--- config.mk ---
export PLATFORM = sky130hd
export DESIGN_NAME = trdb_packet_serializer_flat
export DESIGN_NICKNAME = d
export VERILOG_FILES = /design/src/rtl/trdb_packet_serializer_if.sv /design/src/rtl/trdb_packet_serializer.sv /design/src/flat_wrapper.sv
export SDC_FILE = /design/constraint.sdc
export NUM_CORES = 1
export LEC_CHECK = 0
export ABC_AREA = 1
export BUFFER_PORTS_ARGS = -buffer_cell sky130_fd_sc_hd__buf_2
export CAP_MARGIN = 20
export CORE_UTILIZATION = 30
export CTS_CLUSTER_DIAMETER = 80
export DETAILED_ROUTE_END_ITERATION = 6
export HOLD_SLACK_MARGIN = 0.15
export SLEW_MARGIN = 25
export SYNTH_ARGS = -nofsm -noshare
export SYNTH_HDL_FRONTEND = slang
export SYNTH_SLANG_ARGS = --single-unit
--- constraint.sdc ---
create_clock -name clk_i -period 2.5 [get_ports clk_i]
set_input_delay 0.5 -clock clk_i [delete_from_list [all_inputs] [get_ports clk_i]]
set_output_delay 0.5 -clock clk_i [all_outputs]
set_load 0.05 [all_outputs]
--- src/rtl/trdb_packet_serializer_if.sv ---
// Request, configuration, output-stream and status signals of the trace
// packet serializer. The slave modport is the serializer's view; the master
// modport is the view of whatever feeds requests and consumes the stream.
interface trdb_packet_serializer_if #(
  parameter int XLEN      = 32,
  parameter int PRIV_W    = 2,
  parameter int CAUSE_W   = 5,
  parameter int BMAP_LEN  = 31,
  parameter int IOPT_W    = 4,
  parameter int OUT_BYTES = 1
);
  localparam int BCNT_W = $clog2(BMAP_LEN + 1);

  // Request handshake and packet selection
  logic                   in_valid_i;
  logic                   in_ready_o;
  logic [1:0]             format_i;
  logic [1:0]             subformat_i;

  // Payload fields
  logic                   branch_i;
  logic [PRIV_W-1:0]      priv_i;
  logic [XLEN-1:0]        iaddr_i;
  logic [CAUSE_W-1:0]     ecause_i;
  logic                   interrupt_i;
  logic                   thaddr_i;
  logic [XLEN-1:0]        tval_i;
  logic                   ienable_i;
  logic                   encoder_mode_i;
  logic [1:0]             qual_status_i;
  logic [IOPT_W-1:0]      ioptions_i;
  logic [BCNT_W-1:0]      branches_i;
  logic [BMAP_LEN-1:0]    branch_map_i;
  logic                   updiscon_i;
  logic                   irreport_i;

  // Configuration
  logic                   full_addr_i;

  // Output byte stream
  logic [8*OUT_BYTES-1:0] data_o;
  logic                   valid_o;
  logic                   ready_i;
  logic                   last_o;

  // Status pulses
  logic                   branch_map_flush_o;
  logic                   dropped_o;

  modport master (
    output in_valid_i, format_i, subformat_i,
    output branch_i, priv_i, iaddr_i, ecause_i, interrupt_i, thaddr_i, tval_i,
    output ienable_i, encoder_mode_i, qual_status_i, ioptions_i,
    output branches_i, branch_map_i, updiscon_i, irreport_i, full_addr_i,
    output ready_i,
    input  in_ready_o, data_o, valid_o, last_o, branch_map_flush_o, dropped_o
  );

  modport slave (
    input  in_valid_i, format_i, subformat_i,
    input  branch_i, priv_i, iaddr_i, ecause_i, interrupt_i, thaddr_i, tval_i,
    input  ienable_i, encoder_mode_i, qual_status_i, ioptions_i,
    input  branches_i, branch_map_i, updiscon_i, irreport_i, full_addr_i,
    input  ready_i,
    output in_ready_o, data_o, valid_o, last_o, branch_map_flush_o, dropped_o
  );
endinterface

--- src/rtl/trdb_packet_serializer.sv ---
// Trace packet serializer: accepts one packet request per handshake, packs the
// payload LSB-first, prefixes a length header byte and streams the frame out
// OUT_BYTES bytes per beat, lowest byte first.
module trdb_packet_serializer #(
  parameter int XLEN      = 32,
  parameter int PRIV_W    = 2,
  parameter int CAUSE_W   = 5,
  parameter int BMAP_LEN  = 31,
  parameter int IOPT_W    = 4,
  parameter int OUT_BYTES = 1
) (
  input logic                      clk_i,
  input logic                      rst_i,
  trdb_packet_serializer_if.slave  bus
);

  localparam int BCNT_W = $clog2(BMAP_LEN + 1);

  function automatic int max_i(input int a, input int b);
    return (a > b) ? a : b;
  endfunction

  function automatic int nbytes(input int bits);
    return (bits + 7) / 8;
  endfunction

  // Header byte plus payload, rounded up to whole beats.
  function automatic int nbeats(input int bits);
    return (nbytes(bits) + OUT_BYTES) / OUT_BYTES;
  endfunction

  // Payload bit counts per packet kind (fmt and sf are 2 bits each).
  localparam int START_BITS = 4 + 1 + PRIV_W + XLEN;
  localparam int TRAP_BITS  = 4 + 1 + PRIV_W + CAUSE_W + 2 + 2 * XLEN;
  localparam int CTX_BITS   = 4 + PRIV_W;
  localparam int SUP_BITS   = 4 + 4 + IOPT_W;
  localparam int F2_BITS    = 2 + XLEN + 2;
  localparam int F1A_BITS   = 2 + BCNT_W + BMAP_LEN + XLEN + 2;
  localparam int F1N_BITS   = 2 + BCNT_W + BMAP_LEN;

  localparam int MAX_BITS  = max_i(max_i(max_i(START_BITS, TRAP_BITS), max_i(CTX_BITS, SUP_BITS)),
                                   max_i(F2_BITS, max_i(F1A_BITS, F1N_BITS)));
  localparam int PAY_BYTES = nbytes(MAX_BITS);
  localparam int PAY_W     = 8 * PAY_BYTES;
  localparam int BUF_W     = PAY_W + 8;
  localparam int BEAT_W    = 8 * OUT_BYTES;
  localparam int CNT_W     = $clog2(PAY_BYTES + 2);

  localparam logic [BCNT_W-1:0] BMAP_LEN_C = BCNT_W'(BMAP_LEN);

  typedef enum logic {IDLE, SEND} state_t;

  state_t             state_q, state_d;
  logic [BUF_W-1:0]   buf_q;
  logic [CNT_W-1:0]   cnt_q;
  logic [XLEN-1:0]    last_addr_q;
  logic               flush_q, drop_q;

  logic               in_ready, valid, accept, handshake;
  logic [XLEN-1:0]    addr;
  logic [PAY_W-1:0]   payload;
  logic [4:0]         pay_len;
  logic [CNT_W-1:0]   n_beats;
  logic               frame_en, addr_bearing;

  assign addr      = bus.full_addr_i ? bus.iaddr_i : bus.iaddr_i - last_addr_q;
  assign accept    = in_ready & bus.in_valid_i;
  assign handshake = valid & bus.ready_i;

  // Payload assembly, length and beat count for the request on the inputs.
  always_comb begin
    // NOTE: every variable gets a default first so no path leaves it unassigned (no latch).
    payload      = '0;
    pay_len      = '0;
    n_beats      = '0;
    frame_en     = 1'b0;
    addr_bearing = 1'b0;
    case (bus.format_i)
      2'd3: begin
        frame_en = 1'b1;
        case (bus.subformat_i)
          2'd0: begin
            payload      = PAY_W'({bus.iaddr_i, bus.priv_i, bus.branch_i,
                                   bus.subformat_i, bus.format_i});
            pay_len      = 5'(nbytes(START_BITS));
            n_beats      = CNT_W'(nbeats(START_BITS));
            addr_bearing = 1'b1;
          end
          2'd1: begin
            payload      = PAY_W'({bus.tval_i, bus.iaddr_i, bus.thaddr_i, bus.interrupt_i,
                                   bus.ecause_i, bus.priv_i, bus.branch_i,
                                   bus.subformat_i, bus.format_i});
            pay_len      = 5'(nbytes(TRAP_BITS));
            n_beats      = CNT_W'(nbeats(TRAP_BITS));
            addr_bearing = 1'b1;
          end
          2'd2: begin
            payload = PAY_W'({bus.priv_i, bus.subformat_i, bus.format_i});
            pay_len = 5'(nbytes(CTX_BITS));
            n_beats = CNT_W'(nbeats(CTX_BITS));
          end
          default: begin
            payload = PAY_W'({bus.ioptions_i, bus.qual_status_i, bus.encoder_mode_i,
                              bus.ienable_i, bus.subformat_i, bus.format_i});
            pay_len = 5'(nbytes(SUP_BITS));
            n_beats = CNT_W'(nbeats(SUP_BITS));
          end
        endcase
      end
      2'd2: begin
        frame_en     = 1'b1;
        payload      = PAY_W'({bus.irreport_i, bus.updiscon_i, addr, bus.format_i});
        pay_len      = 5'(nbytes(F2_BITS));
        n_beats      = CNT_W'(nbeats(F2_BITS));
        addr_bearing = 1'b1;
      end
      2'd1: begin
        frame_en = 1'b1;
        if (bus.branches_i < BMAP_LEN_C) begin
          payload      = PAY_W'({bus.irreport_i, bus.updiscon_i, addr, bus.branch_map_i,
                                 bus.branches_i, bus.format_i});
          pay_len      = 5'(nbytes(F1A_BITS));
          n_beats      = CNT_W'(nbeats(F1A_BITS));
          addr_bearing = 1'b1;
        end else begin
          // A full branch map carries no address.
          payload = PAY_W'({bus.branch_map_i, bus.branches_i, bus.format_i});
          pay_len = 5'(nbytes(F1N_BITS));
          n_beats = CNT_W'(nbeats(F1N_BITS));
        end
      end
      default: ;  // fmt 0 is dropped: no frame, no address update
    endcase
  end

  // FSM state register.
  always_ff @(posedge clk_i) begin
    // NOTE: sequential state uses non-blocking assignments so every flop samples pre-edge values.
    if (rst_i) state_q <= IDLE;
    else       state_q <= state_d;
  end

  // FSM next state and state-decoded handshake outputs.
  always_comb begin
    state_d  = state_q;
    in_ready = 1'b0;
    valid    = 1'b0;
    case (state_q)
      IDLE: begin
        in_ready = 1'b1;
        if (bus.in_valid_i && frame_en) state_d = SEND;
      end
      SEND: begin
        valid = 1'b1;
        if (bus.ready_i && cnt_q == CNT_W'(1)) state_d = IDLE;
      end
      default: state_d = IDLE;
    endcase
  end

  // Shift buffer, beat counter, last reported address and status pulses.
  always_ff @(posedge clk_i) begin
    if (rst_i) begin
      // NOTE: the shift buffer is reset as well, so data_o reads zero and a cut frame leaves nothing behind.
      buf_q       <= '0;
      cnt_q       <= '0;
      last_addr_q <= '0;
      flush_q     <= 1'b0;
      drop_q      <= 1'b0;
    end else begin
      flush_q <= accept && (bus.format_i == 2'd1);
      drop_q  <= accept && (bus.format_i == 2'd0);
      if (accept && frame_en) begin
        buf_q <= {payload, 3'b000, pay_len};
        cnt_q <= n_beats;
      end else if (handshake) begin
        // Zeros shift in, which also supplies the pad bytes of the last beat.
        buf_q <= buf_q >> BEAT_W;
        cnt_q <= cnt_q - CNT_W'(1);
      end
      if (accept && addr_bearing) last_addr_q <= bus.iaddr_i;
    end
  end

  assign bus.in_ready_o         = in_ready;
  assign bus.valid_o            = valid;
  assign bus.data_o             = buf_q[BEAT_W-1:0];
  assign bus.last_o             = valid && (cnt_q == CNT_W'(1));
  assign bus.branch_map_flush_o = flush_q;
  assign bus.dropped_o          = drop_q;

endmodule

--- src/flat_wrapper.sv ---
// flat-port wrapper written by rule: the top's interface ports become plain ports
module trdb_packet_serializer_flat 
#(
  parameter int XLEN      = 32,
  parameter int PRIV_W    = 2,
  parameter int CAUSE_W   = 5,
  parameter int BMAP_LEN  = 31,
  parameter int IOPT_W    = 4,
  parameter int OUT_BYTES = 1
)
  (clk_i, rst_i, bus_in_valid_i, bus_format_i, bus_subformat_i, bus_branch_i, bus_priv_i, bus_iaddr_i, bus_ecause_i, bus_interrupt_i, bus_thaddr_i, bus_tval_i, bus_ienable_i, bus_encoder_mode_i, bus_qual_status_i, bus_ioptions_i, bus_branches_i, bus_branch_map_i, bus_updiscon_i, bus_irreport_i, bus_full_addr_i, bus_ready_i, bus_in_ready_o, bus_data_o, bus_valid_o, bus_last_o, bus_branch_map_flush_o, bus_dropped_o);
  trdb_packet_serializer_if #(.XLEN(XLEN), .PRIV_W(PRIV_W), .CAUSE_W(CAUSE_W), .BMAP_LEN(BMAP_LEN), .IOPT_W(IOPT_W), .OUT_BYTES(OUT_BYTES)) bus_i ();
  input logic clk_i;
  input logic rst_i;
  input wire logic [$bits(bus_i.in_valid_i)-1:0] bus_in_valid_i;
  input wire logic [$bits(bus_i.format_i)-1:0] bus_format_i;
  input wire logic [$bits(bus_i.subformat_i)-1:0] bus_subformat_i;
  input wire logic [$bits(bus_i.branch_i)-1:0] bus_branch_i;
  input wire logic [$bits(bus_i.priv_i)-1:0] bus_priv_i;
  input wire logic [$bits(bus_i.iaddr_i)-1:0] bus_iaddr_i;
  input wire logic [$bits(bus_i.ecause_i)-1:0] bus_ecause_i;
  input wire logic [$bits(bus_i.interrupt_i)-1:0] bus_interrupt_i;
  input wire logic [$bits(bus_i.thaddr_i)-1:0] bus_thaddr_i;
  input wire logic [$bits(bus_i.tval_i)-1:0] bus_tval_i;
  input wire logic [$bits(bus_i.ienable_i)-1:0] bus_ienable_i;
  input wire logic [$bits(bus_i.encoder_mode_i)-1:0] bus_encoder_mode_i;
  input wire logic [$bits(bus_i.qual_status_i)-1:0] bus_qual_status_i;
  input wire logic [$bits(bus_i.ioptions_i)-1:0] bus_ioptions_i;
  input wire logic [$bits(bus_i.branches_i)-1:0] bus_branches_i;
  input wire logic [$bits(bus_i.branch_map_i)-1:0] bus_branch_map_i;
  input wire logic [$bits(bus_i.updiscon_i)-1:0] bus_updiscon_i;
  input wire logic [$bits(bus_i.irreport_i)-1:0] bus_irreport_i;
  input wire logic [$bits(bus_i.full_addr_i)-1:0] bus_full_addr_i;
  input wire logic [$bits(bus_i.ready_i)-1:0] bus_ready_i;
  output wire logic [$bits(bus_i.in_ready_o)-1:0] bus_in_ready_o;
  output wire logic [$bits(bus_i.data_o)-1:0] bus_data_o;
  output wire logic [$bits(bus_i.valid_o)-1:0] bus_valid_o;
  output wire logic [$bits(bus_i.last_o)-1:0] bus_last_o;
  output wire logic [$bits(bus_i.branch_map_flush_o)-1:0] bus_branch_map_flush_o;
  output wire logic [$bits(bus_i.dropped_o)-1:0] bus_dropped_o;
  assign bus_i.in_valid_i = bus_in_valid_i;
  assign bus_i.format_i = bus_format_i;
  assign bus_i.subformat_i = bus_subformat_i;
  assign bus_i.branch_i = bus_branch_i;
  assign bus_i.priv_i = bus_priv_i;
  assign bus_i.iaddr_i = bus_iaddr_i;
  assign bus_i.ecause_i = bus_ecause_i;
  assign bus_i.interrupt_i = bus_interrupt_i;
  assign bus_i.thaddr_i = bus_thaddr_i;
  assign bus_i.tval_i = bus_tval_i;
  assign bus_i.ienable_i = bus_ienable_i;
  assign bus_i.encoder_mode_i = bus_encoder_mode_i;
  assign bus_i.qual_status_i = bus_qual_status_i;
  assign bus_i.ioptions_i = bus_ioptions_i;
  assign bus_i.branches_i = bus_branches_i;
  assign bus_i.branch_map_i = bus_branch_map_i;
  assign bus_i.updiscon_i = bus_updiscon_i;
  assign bus_i.irreport_i = bus_irreport_i;
  assign bus_i.full_addr_i = bus_full_addr_i;
  assign bus_i.ready_i = bus_ready_i;
  assign bus_in_ready_o = bus_i.in_ready_o;
  assign bus_data_o = bus_i.data_o;
  assign bus_valid_o = bus_i.valid_o;
  assign bus_last_o = bus_i.last_o;
  assign bus_branch_map_flush_o = bus_i.branch_map_flush_o;
  assign bus_dropped_o = bus_i.dropped_o;
  trdb_packet_serializer #(.XLEN(XLEN), .PRIV_W(PRIV_W), .CAUSE_W(CAUSE_W), .BMAP_LEN(BMAP_LEN), .IOPT_W(IOPT_W), .OUT_BYTES(OUT_BYTES)) u_core (.clk_i(clk_i), .rst_i(rst_i), .bus(bus_i));
endmodule
After elaboration in Yosys (flattened, before gate mapping)
Index checks and enable logic that the tools add are counted.
{ "op_classes": {"addsub": 2, "multipliers": 0, "n_div": 0, "magnitude_cmp": 1, "n_eq_ne": 6, "n_shift": 0, "n_mux": 23, "bitwise": 3, "n_reduce_logical": 13} }
{ "ops": {"columns": ["cell", "n"], "rows": [
  ["case mux 80 bit (3 select lines)", 1],
  ["case mux 78 bit (3 select lines)", 1],
  ["2-to-1 mux 88 bit", 2],
  ["2-to-1 mux 72 bit", 1],
  ["case mux 4 bit (3 select lines)", 3],
  ["2-to-1 mux 32 bit", 1],
  ["subtractor 32 bit", 1],
  ["2-to-1 mux 4 bit", 4],
  ["case mux 5 bit (3 select lines)", 1],
  ["logical AND 1 bit", 7],
  ["2-to-1 mux 1 bit", 7],
  ["== test 2 bit, second input constant", 3],
  ["less-than comparator 5 bit, second input constant", 1],
  ["== test 2 x 1 -> 1 bit, second input constant", 2],
  ["== test 4 x 1 -> 1 bit, second input constant", 1],
  ["zero test 2 bit", 2],
  ["OR reduction 2 bit", 2],
  ["subtractor 4 x 1 -> 4 bit, second input constant", 1],
  ["case mux 1 bit (3 select lines)", 1],
  ["OR reduction 3 bit", 1],
  ["bitwise AND 1 bit", 2],
  ["case mux 1 bit (2 select lines)", 1],
  ["nonzero test 2 bit", 1],
  ["inverter 1 bit", 1]
]} }
{ "totals": {"reg_bits": 127, "latchBits": 0, "mem_bits_rw": 0, "mem_bits_ro": 0, "inputBits": 129, "out_inout_bits": 13, "wordCells": 55, "mem_count": 0} }

Longest topological paths before layout
Gate-level depths: netlist of run 1.
{ "depth": {"word_depth": 6, "ltp_mapped": 17, "mapped_depth_nobuf": 17} }

Worst setup path before layout of run 1
Ideal clock, no wire load.
{ "synth_timing": {"path_kind": "in2reg", "from": "input bus_iaddr_i[0]", "to": "register u_core.buf_q[26]", "setup_time_ns": 0.128, "t_arrival_ns": 2.144, "required_ns": 2.372, "slack_ns": 0.229, "path_stages": 17, "n_path_buf": 0, "path_cell_list": "inv_1 ha_1 fa_1 inv_1 nand3_1 nand3_1 nand2_1 nand2_1 inv_2 nor2_2 nor2_1 nand2_1 nand3_1 nand3_1 nand2_1 a21oi_1 nor2_1"} }
{ "synth_via": {"elab_chain_cells": 4} }
{ "synth_rtl": {"columns": ["item", "line", "source"], "rows": [
  ["start: declaration", "flat_wrapper.sv:20", "input wire logic [$bits(bus_i.iaddr_i)-1:0] bus_iaddr_i;"],
  ["subtractor 32 bit", "trdb_packet_serializer.sv:66", "assign addr = bus.full_addr_i ? bus.iaddr_i : bus.iaddr_i - last_addr_q;"],
  ["2-to-1 mux 32 bit", "trdb_packet_serializer.sv:66", null],
  ["case mux 80 bit (3 select lines)", "trdb_packet_serializer.sv:78", "case (bus.format_i)"],
  ["2-to-1 mux 88 bit", "trdb_packet_serializer.sv:173", "if (accept && frame_en) begin"],
  ["end signal: assignment", "trdb_packet_serializer.sv:174", "buf_q <= {payload, 3'b000, pay_len};"],
  ["end signal: assignment", "trdb_packet_serializer.sv:178", "buf_q <= buf_q >> BEAT_W;"],
  ["end: declaration", "trdb_packet_serializer.sv:54", "logic [BUF_W-1:0] buf_q;"]
]} }
Every way passes these cells.
A chain may end at the register's enable or synchronous reset.

Worst setup path after layout of run 1
{ "layout_timing": {"from": "register u_core.last_addr_q[2]", "to": "register u_core.buf_q[25]"} }
{ "layout_via": {"elab_chain_cells": 4} }
{ "layout_rtl": {"columns": ["item", "line", "source"], "rows": [
  ["start: declaration", "trdb_packet_serializer.sv:56", "logic [XLEN-1:0] last_addr_q;"],
  ["start signal: assignment", "trdb_packet_serializer.sv:181", "if (accept && addr_bearing) last_addr_q <= bus.iaddr_i;"],
  ["subtractor 32 bit", "trdb_packet_serializer.sv:66", null],
  ["2-to-1 mux 32 bit", "trdb_packet_serializer.sv:66", null],
  ["case mux 80 bit (3 select lines)", "trdb_packet_serializer.sv:78", null],
  ["2-to-1 mux 88 bit", "trdb_packet_serializer.sv:173", null]
]} }
Every way passes these cells.

==> results.cfg, run 1 <==
[floorplan]
num_rows = 64
die_area_um2 = 32500
start_util = 0.309
die_y_um = 180
core_um2 = 30900
fp.dieW_um = 180
io_pins = 142

[global_route]
grt.total_usage = 0.231
grt_pass1_wl_um = 58100
grt_pass1_vias = 10278
grt_start_max_net_pins = 82
grt_overflow = 0
grt_antenna_before_repair = 0

[power_and_ir_drop]
power_mw = 6.68
switching_share = 0.378
power.share.sequential = 0.325
p_leak_nw = 5.69
ir_drop_uv = 456
p_int_mw = 4.16
p_comb_frac = 0.303
p_clk_frac = 0.372
power_density_nw_per_um2 = 572
power.switching_mw = 2.53

[timing]
slew_headroom = 0.350
slew_viol_final = 0
worst_slew_pin_slew_ps = 974
finalClockSkew_ps = 15.1
setup_violations = 0
max_freq_mhz = 435
hold_slack_ps = 312
setup_slack_ps = 201
min_period_ps = 2300
rsz0062_at_grt = no
period_share = 0.920
hold_viol_final = 0
finalSetupTns_ps = 0

[clocking]
cts_tree = yes
clk_pin_slew_worst_paths_ps = 70
cts-resized-gates = 0
ctsRootBufferMaster = clkbuf_16
cts_sinks = 125
h-tree-depth = 4
ctsHoldBuffers = 0
cts_buffers = 17
postCtsSetupRepairBufs = 0
cts_buffer_depth = 2
clk_latency_ps = 430

[yosys]
synth-edff-count = 0
async_reset_ff_frac = 0
synth_ff_type = dfxtp_1
syn_area_per_cell_um2 = 6.05
synth-seq-cells = 125
syn-num-nets = 1748
synth_area_um2 = 9540
yosysWarnings = 0
synthCells = 1578
yosysSeqAreaShare = 0.262
ys_types = 43

[routing]
drcViolationCount = 0
first_pass_iters = 6
viasPerCell = 5.03
wl_um = 37800
postRouteAntennaNets = 0
drtIter0Drc = 1121
wl_per_cell_um = 17.5
vias = 10876

[placement]
dp_cells = 2129
io_buffers = 141
dpl.hpwl_um = 29400
gp_congestion = 0.936
dp_worst_setup_slack_ps = -36.9

[finish]
diodes = 0
finalNetCount = 1922
drive_gt1_frac = 0.194
instances_no_fill = 2161
syn2layout_area_growth_pct = 22.4

[critical_path]
cp_cell_sequence = inv_1, ha_1, nand3_1, nand2_2, nand2_1, nand2_1, nand2_1, nand2_2, xor2_1, nand2_1, nand3_1, nand2_1, a21oi_1, nor2_1
critPathArrivalTime_ps = 2580
start_kind = register
required_ps = 2780
crit_family = simple AND/OR/NAND/NOR gates
worstSetupPathType = reg2reg
cp_slowest_cell = ha_1
slowest_delay_ps = 380
endpoint_kind = register
crit_top_cell = nand2_1
crit_buf_inv = 1
critPathMaxFanout = 5

[min_path]
worstHoldPathType = in2reg

[flow_run]
max_cap_viol_count = 0

[run_status]
status = finished clean
layer usage:
metal  GRT usage  routed length [µm]  vias up
li1            -                   -     5390
met1       0.330               17900     4949
met2       0.337               15600      487
met3      0.0631                3570       48
met4      0.0530                 657        2
met5      0.0222                 103        -
layout make-up:
cell class | count | area (µm²)
Fill cell | 3424 | 19200
Multi-Input combinational cell | 1111 | 5640
Sequential cell | 125 | 2500
Timing Repair Buffer | 233 | 1470
Inverter | 264 | 991
Tap cell | 396 | 495
Clock buffer | 17 | 425
Clock inverter | 15 | 145
worst register-to-register path: cells and delay by family, from the launching register on:
kind / cells / cell delay [ps]
and+or+nand+nor: 10 / 1080
adders and majority gates: 1 / 380
DFF: 1 / 330
xor gates and xnor gates: 1 / 160
AOI/OAI and AO/OA: 1 / 140
buffers and inverters: 1 / 50
synth_stat cells, types with 2 or more instances:
cell type	instances	area, µm²
buf_4	13	97.6
buf_2	24	120
and2_1	2	12.5
inv_2	13	48.8
nand2_1	499	1870
o21ai_1	11	55.1
dfxtp_1	125	2500
nor2_1	90	338
buf_1	4	15.0
nand3_2	12	120
or2_2	9	56.3
xor2_1	3	26.3
nand3_1	97	485
nor3_1	3	15.0
a31oi_1	16	100
a22o_1	9	78.8
a22oi_1	4	30.0
o21bai_1	2	15.0
o21a_1	9	67.6
buf_6	5	56.3
o211ai_1	17	128
nand4_1	3	18.8
o21ai_0	66	330
clkbuf_1	32	120
xnor2_1	3	26.3
a21oi_1	125	626
a221oi_1	26	228
nor2_4	5	56.3
inv_1	250	938
nor2_2	8	50.1
a21oi_2	9	78.8
o22ai_1	18	113
ha_1	40	500
o2111ai_1	2	17.5
nand2_2	16	100
sequential cells by signal, summed over array words and instances (netlist names):
name / cells
u_core.buf_q: 86
u_core.last_addr_q: 32
u_core.bus.dropped_o: 1
u_core.bus.branch_map_flush_o: 1
u_core.state_q: 1
u_core.cnt_q: 4
power by group through the flow:
stage	Sequential, mW	Clock (mW)	Combinational, mW
final	2.17	2.49	2.02
after global placement	2.21	0	1.97
after floorplan	2.20	0	1.23
after global routing	2.18	2.57	2.24
after detailed placement	2.21	0	1.98
after CTS	2.17	2.50	1.99
cell usage in the layout, fill, tap and decap left out, types with 16 or more instances in the layout:
cell         n
o22ai_1     18
a21oi_1    125
dfxtp_1    125
a31oi_1     16
ha_1        40
nand2_2     16
clkbuf_16   17
buf_4       86
buf_2      141
nand2_1    499
nand3_1     96
nor2_1      90
o211ai_1    17
o21ai_0     66
a221oi_1    26
inv_1      250
worst paths after layout:
path | startpoint | end | slack [ps] | cells after the start
worst max-delay path | u_core.last_addr_q[2] | u_core.buf_q[25] | 200 | 14
worst min-delay path | bus_tval_i[25] | u_core.buf_q[79] | 310 | 3
worst max register to register | u_core.last_addr_q[2] | u_core.buf_q[25] | 200 | 14
worst min register to register | u_core.last_addr_q[17] | u_core.last_addr_q[17] | 460 | 2
metrics by stage:
step / area, µm² / utilization
floorplan: 9540 / -
global placement: 11100 / 0.359
detailed placement: 11100 / 0.359
CTS: 11700 / 0.378
global route: 11700 / 0.378
finish: 11700 / 0.378
kinds of logic after synthesis:
| kind of cell | after synthesis | share of synthesized area |
|---|---|---|
| AOI/OAI and AO/OA | 320 | 0.203 |
| xor gates and xnor gates | 6 | 0.00551 |
| adders and majority gates | 41 | 0.0546 |
| buffers and inverters | 342 | 0.147 |
| DFF | 125 | 0.262 |
| and+or+nand+nor | 744 | 0.328 |
(Power assumes the default switching activity.)
==> inputs of run 2 (changes only) <==
- ABC_AREA: 1 -> default
==> results.cfg, run 2 <==
[critical_path]
crit_family = compound AO/OA/AOI/OAI gates
critPathLaunch = u_core.last_addr_q[11]
ff2ff_setup_slack_ps = -240
critPathCapture = u_core.buf_q[76]
worstSetupPathType = reg2reg
r2r-start = u_core.last_addr_q[11]
reg2reg_to = u_core.buf_q[76]
critPathMaxFanout = 3
start_kind = register
slowest_delay_ps = 500
endpoint_kind = register
required_ps = 2830
path_depth = 11
cp_cell_sequence = inv_1, ha_4, a21oi_4, o21bai_1, a221o_1, a211oi_2, a22oi_4, buf_4, a31o_1, or4b_1, and3_1
critPathArrivalTime_ps = 3070
cp_slowest_cell = or4b_1
crit_buf_inv = 2
rr_worst_depth = 11

[clocking]
clk_latency_ps = 430
cts_tree = yes
cts_buffers = 17
h-tree-depth = 4
cts_buffer_depth = 2
ctsHoldBuffers = 0
cts_sinks = 125
ctsRootBufferMaster = clkbuf_16
clk_pin_slew_worst_paths_ps = 70

[finish]
multiInputGateArea_um2 = 6250
drive_gt1_frac = 0.390
seq_area_um2 = 2520
fillers = 2691
top_regs = u_core.buf_q: 86 flops, u_core.last_addr_q: 32 flops, u_core.cnt_q: 4 flops
largest_register = u_core.buf_q
mostFrequentLayoutCells = buf_4, nand2_1, buf_2
largest_register_ffs = 86
syn2layout_area_growth_pct = 48.8
mostFrequentLayoutCell = buf_4
instances_no_fill = 1768
diodes = 0
finalNetCount = 1553
final_area_um2 = 12500

[yosys]
yosysMostFrequentCell = nand2_1
syn-num-nets = 1271
synth-edff-count = 0
synth_area_um2 = 8430
synthCells = 1101
yosys-top-cells-area = dfxtp_1, nand2_1, a21oi_1, ha_1, a222oi_1
synth_top_area_cell = dfxtp_1
ys_types = 69
yosysSeqAreaShare = 0.297
yosysWarnings = 0
synth-seq-cells = 125
async_reset_ff_frac = 0
yosysTopAreaCellShare = 0.297
syn_area_per_cell_um2 = 7.65
synthTopCellsByCount = nand2_1, dfxtp_1, a21oi_1, nor2_1, clkbuf_1
synth_ff_type = dfxtp_1

[global_route]
grt_start_max_net_pins = 60
grt_pass1_wl_um = 55200
grt_overflow = 0
grt_antenna_before_repair = 0
grt.total_usage = 0.251
grt_pass1_vias = 9506

[floorplan]
die_y_um = 170
die_area_um2 = 28800
fp.dieW_um = 170
start_util = 0.309
num_rows = 60
io_pins = 142
core_um2 = 27300

[timing]
min_period_ps = 2740
slew_headroom = 0.373
max_freq_mhz = 364
setup_slack_ps = -244
rsz0062_at_grt = yes
hold_slack_ps = 298
setup_violations = 28
finalClockSkew_ps = 12.8
period_share = 1.10
worst_slew_pin_slew_ps = 937
slew_viol_final = 0
hold_viol_final = 0

[run_status]
status = finished, violations left
failed_checks = design-rule violations, negative setup slack

[routing]
postRouteAntennaNets = 0
first_pass_iters = 7
vias = 9836
viasPerCell = 5.56
wl_um = 36400
wl_per_cell_um = 20.6
drcViolationCount = 13
drtIter0Drc = 996

[placement]
dpl.hpwl_um = 27500
detailed_place.area_um2 = 11000
io_buffers = 141
dp_cells = 1717
gp_congestion = 0.923

[power_and_ir_drop]
p_leak_nw = 4.94
ir_drop_uv = 449
power_density_nw_per_um2 = 556

[min_path]
worstHoldPathType = in2reg
whs_path_depth = 3

[flow_run]
max_cap_viol_count = 0
run 2: cell types whose count changed after synthesis, sizes merged, moves of 12 or more:
cell / change
nand2: -343
inv: -210
nand3: -90
clkbuf: +39
a222oi: +36
o21ai: -30
nor2: -27
a22oi: +26
buf: -25
mux2i: +25
a21oi: -21
nand2b: +18
a221oi: +12
o22ai: -12
run 2: metal layers:
metal,up-vias,routed length [µm],GRT usage
met5,-,0,0
met4,0,1170,0.0948
met3,88,2330,0.0343
met2,394,17200,0.416
met1,4710,15700,0.329
li1,4644,-,-
run 2: final cells by class:
class | instances | area share
multi-input cells | 831 | 0.498
flip-flops and latches | 125 | 0.201
repair buffers | 355 | 0.199
well taps | 372 | 0.0371
clock buffers | 17 | 0.0339
inverters | 53 | 0.0169
clock inverters | 15 | 0.0137
run 2: repair_timing:
action,CTS,global route
gates cloned,0,0
endpoints found under the setup margin,45,51
pin swaps,44,81
hold endpoints to repair,0,0
setup buffers,12,12
resized for setup,74,95
run 2: power breakdown:
group	switching, mW	internal, mW	total [mW]	leakage (nW)
clock	1.16	1.42	2.58	0.283
sequential	0.0759	2.10	2.17	1.02
combinational	1.20	1.02	2.22	3.64
total	2.43	4.54	6.97	4.94
run 2: worst reg2reg max path, stage by stage, from the launching register on:
cell and delay (ps):
dfxtp_2 320, inv_1 80, ha_4 220, a21oi_4 130, o21bai_1 90, a221o_1 350
a211oi_2 290, a22oi_4 100, buf_4 180, a31o_1 240, or4b_1 500, and3_1 150
run 2: through the flow:
stage | TNS, ps | util | setup WS (ps) | total power [mW]
2_1_floorplan | -735 | - | -291 | 3.17
3_3_place_gp | -22100 | 0.402 | -717 | 4.07
3_5_place_dp | -24510 | 0.402 | -773 | 4.08
4_1_cts | -2330 | 0.443 | -276 | 6.80
5_1_grt | -6300 | 0.460 | -335 | 7.23
6_report | -2310 | 0.460 | -244 | 6.97
run 2: worst min-delay path by stage:
stage               slack, ps                   start                     end
finish                    300          bus_tval_i[31]        u_core.buf_q[85]
floorplan                 430        u_core.buf_q[12]         u_core.buf_q[4]
CTS                       290          bus_tval_i[31]        u_core.buf_q[85]
global route              300          bus_tval_i[31]        u_core.buf_q[85]
global placement          440  u_core.last_addr_q[22]  u_core.last_addr_q[22]
detailed placement        450  u_core.last_addr_q[14]  u_core.last_addr_q[14]
run 2: kinds of logic after synthesis:
logic type,count (synthesis),share of synthesized area
DFF,125,0.297
muxes,27,0.0324
and+or+nand+nor,334,0.175
adders and majority gates,41,0.0618
xor gates and xnor gates,23,0.0239
buffers and inverters,145,0.0684
AOI/OAI and AO/OA,406,0.341
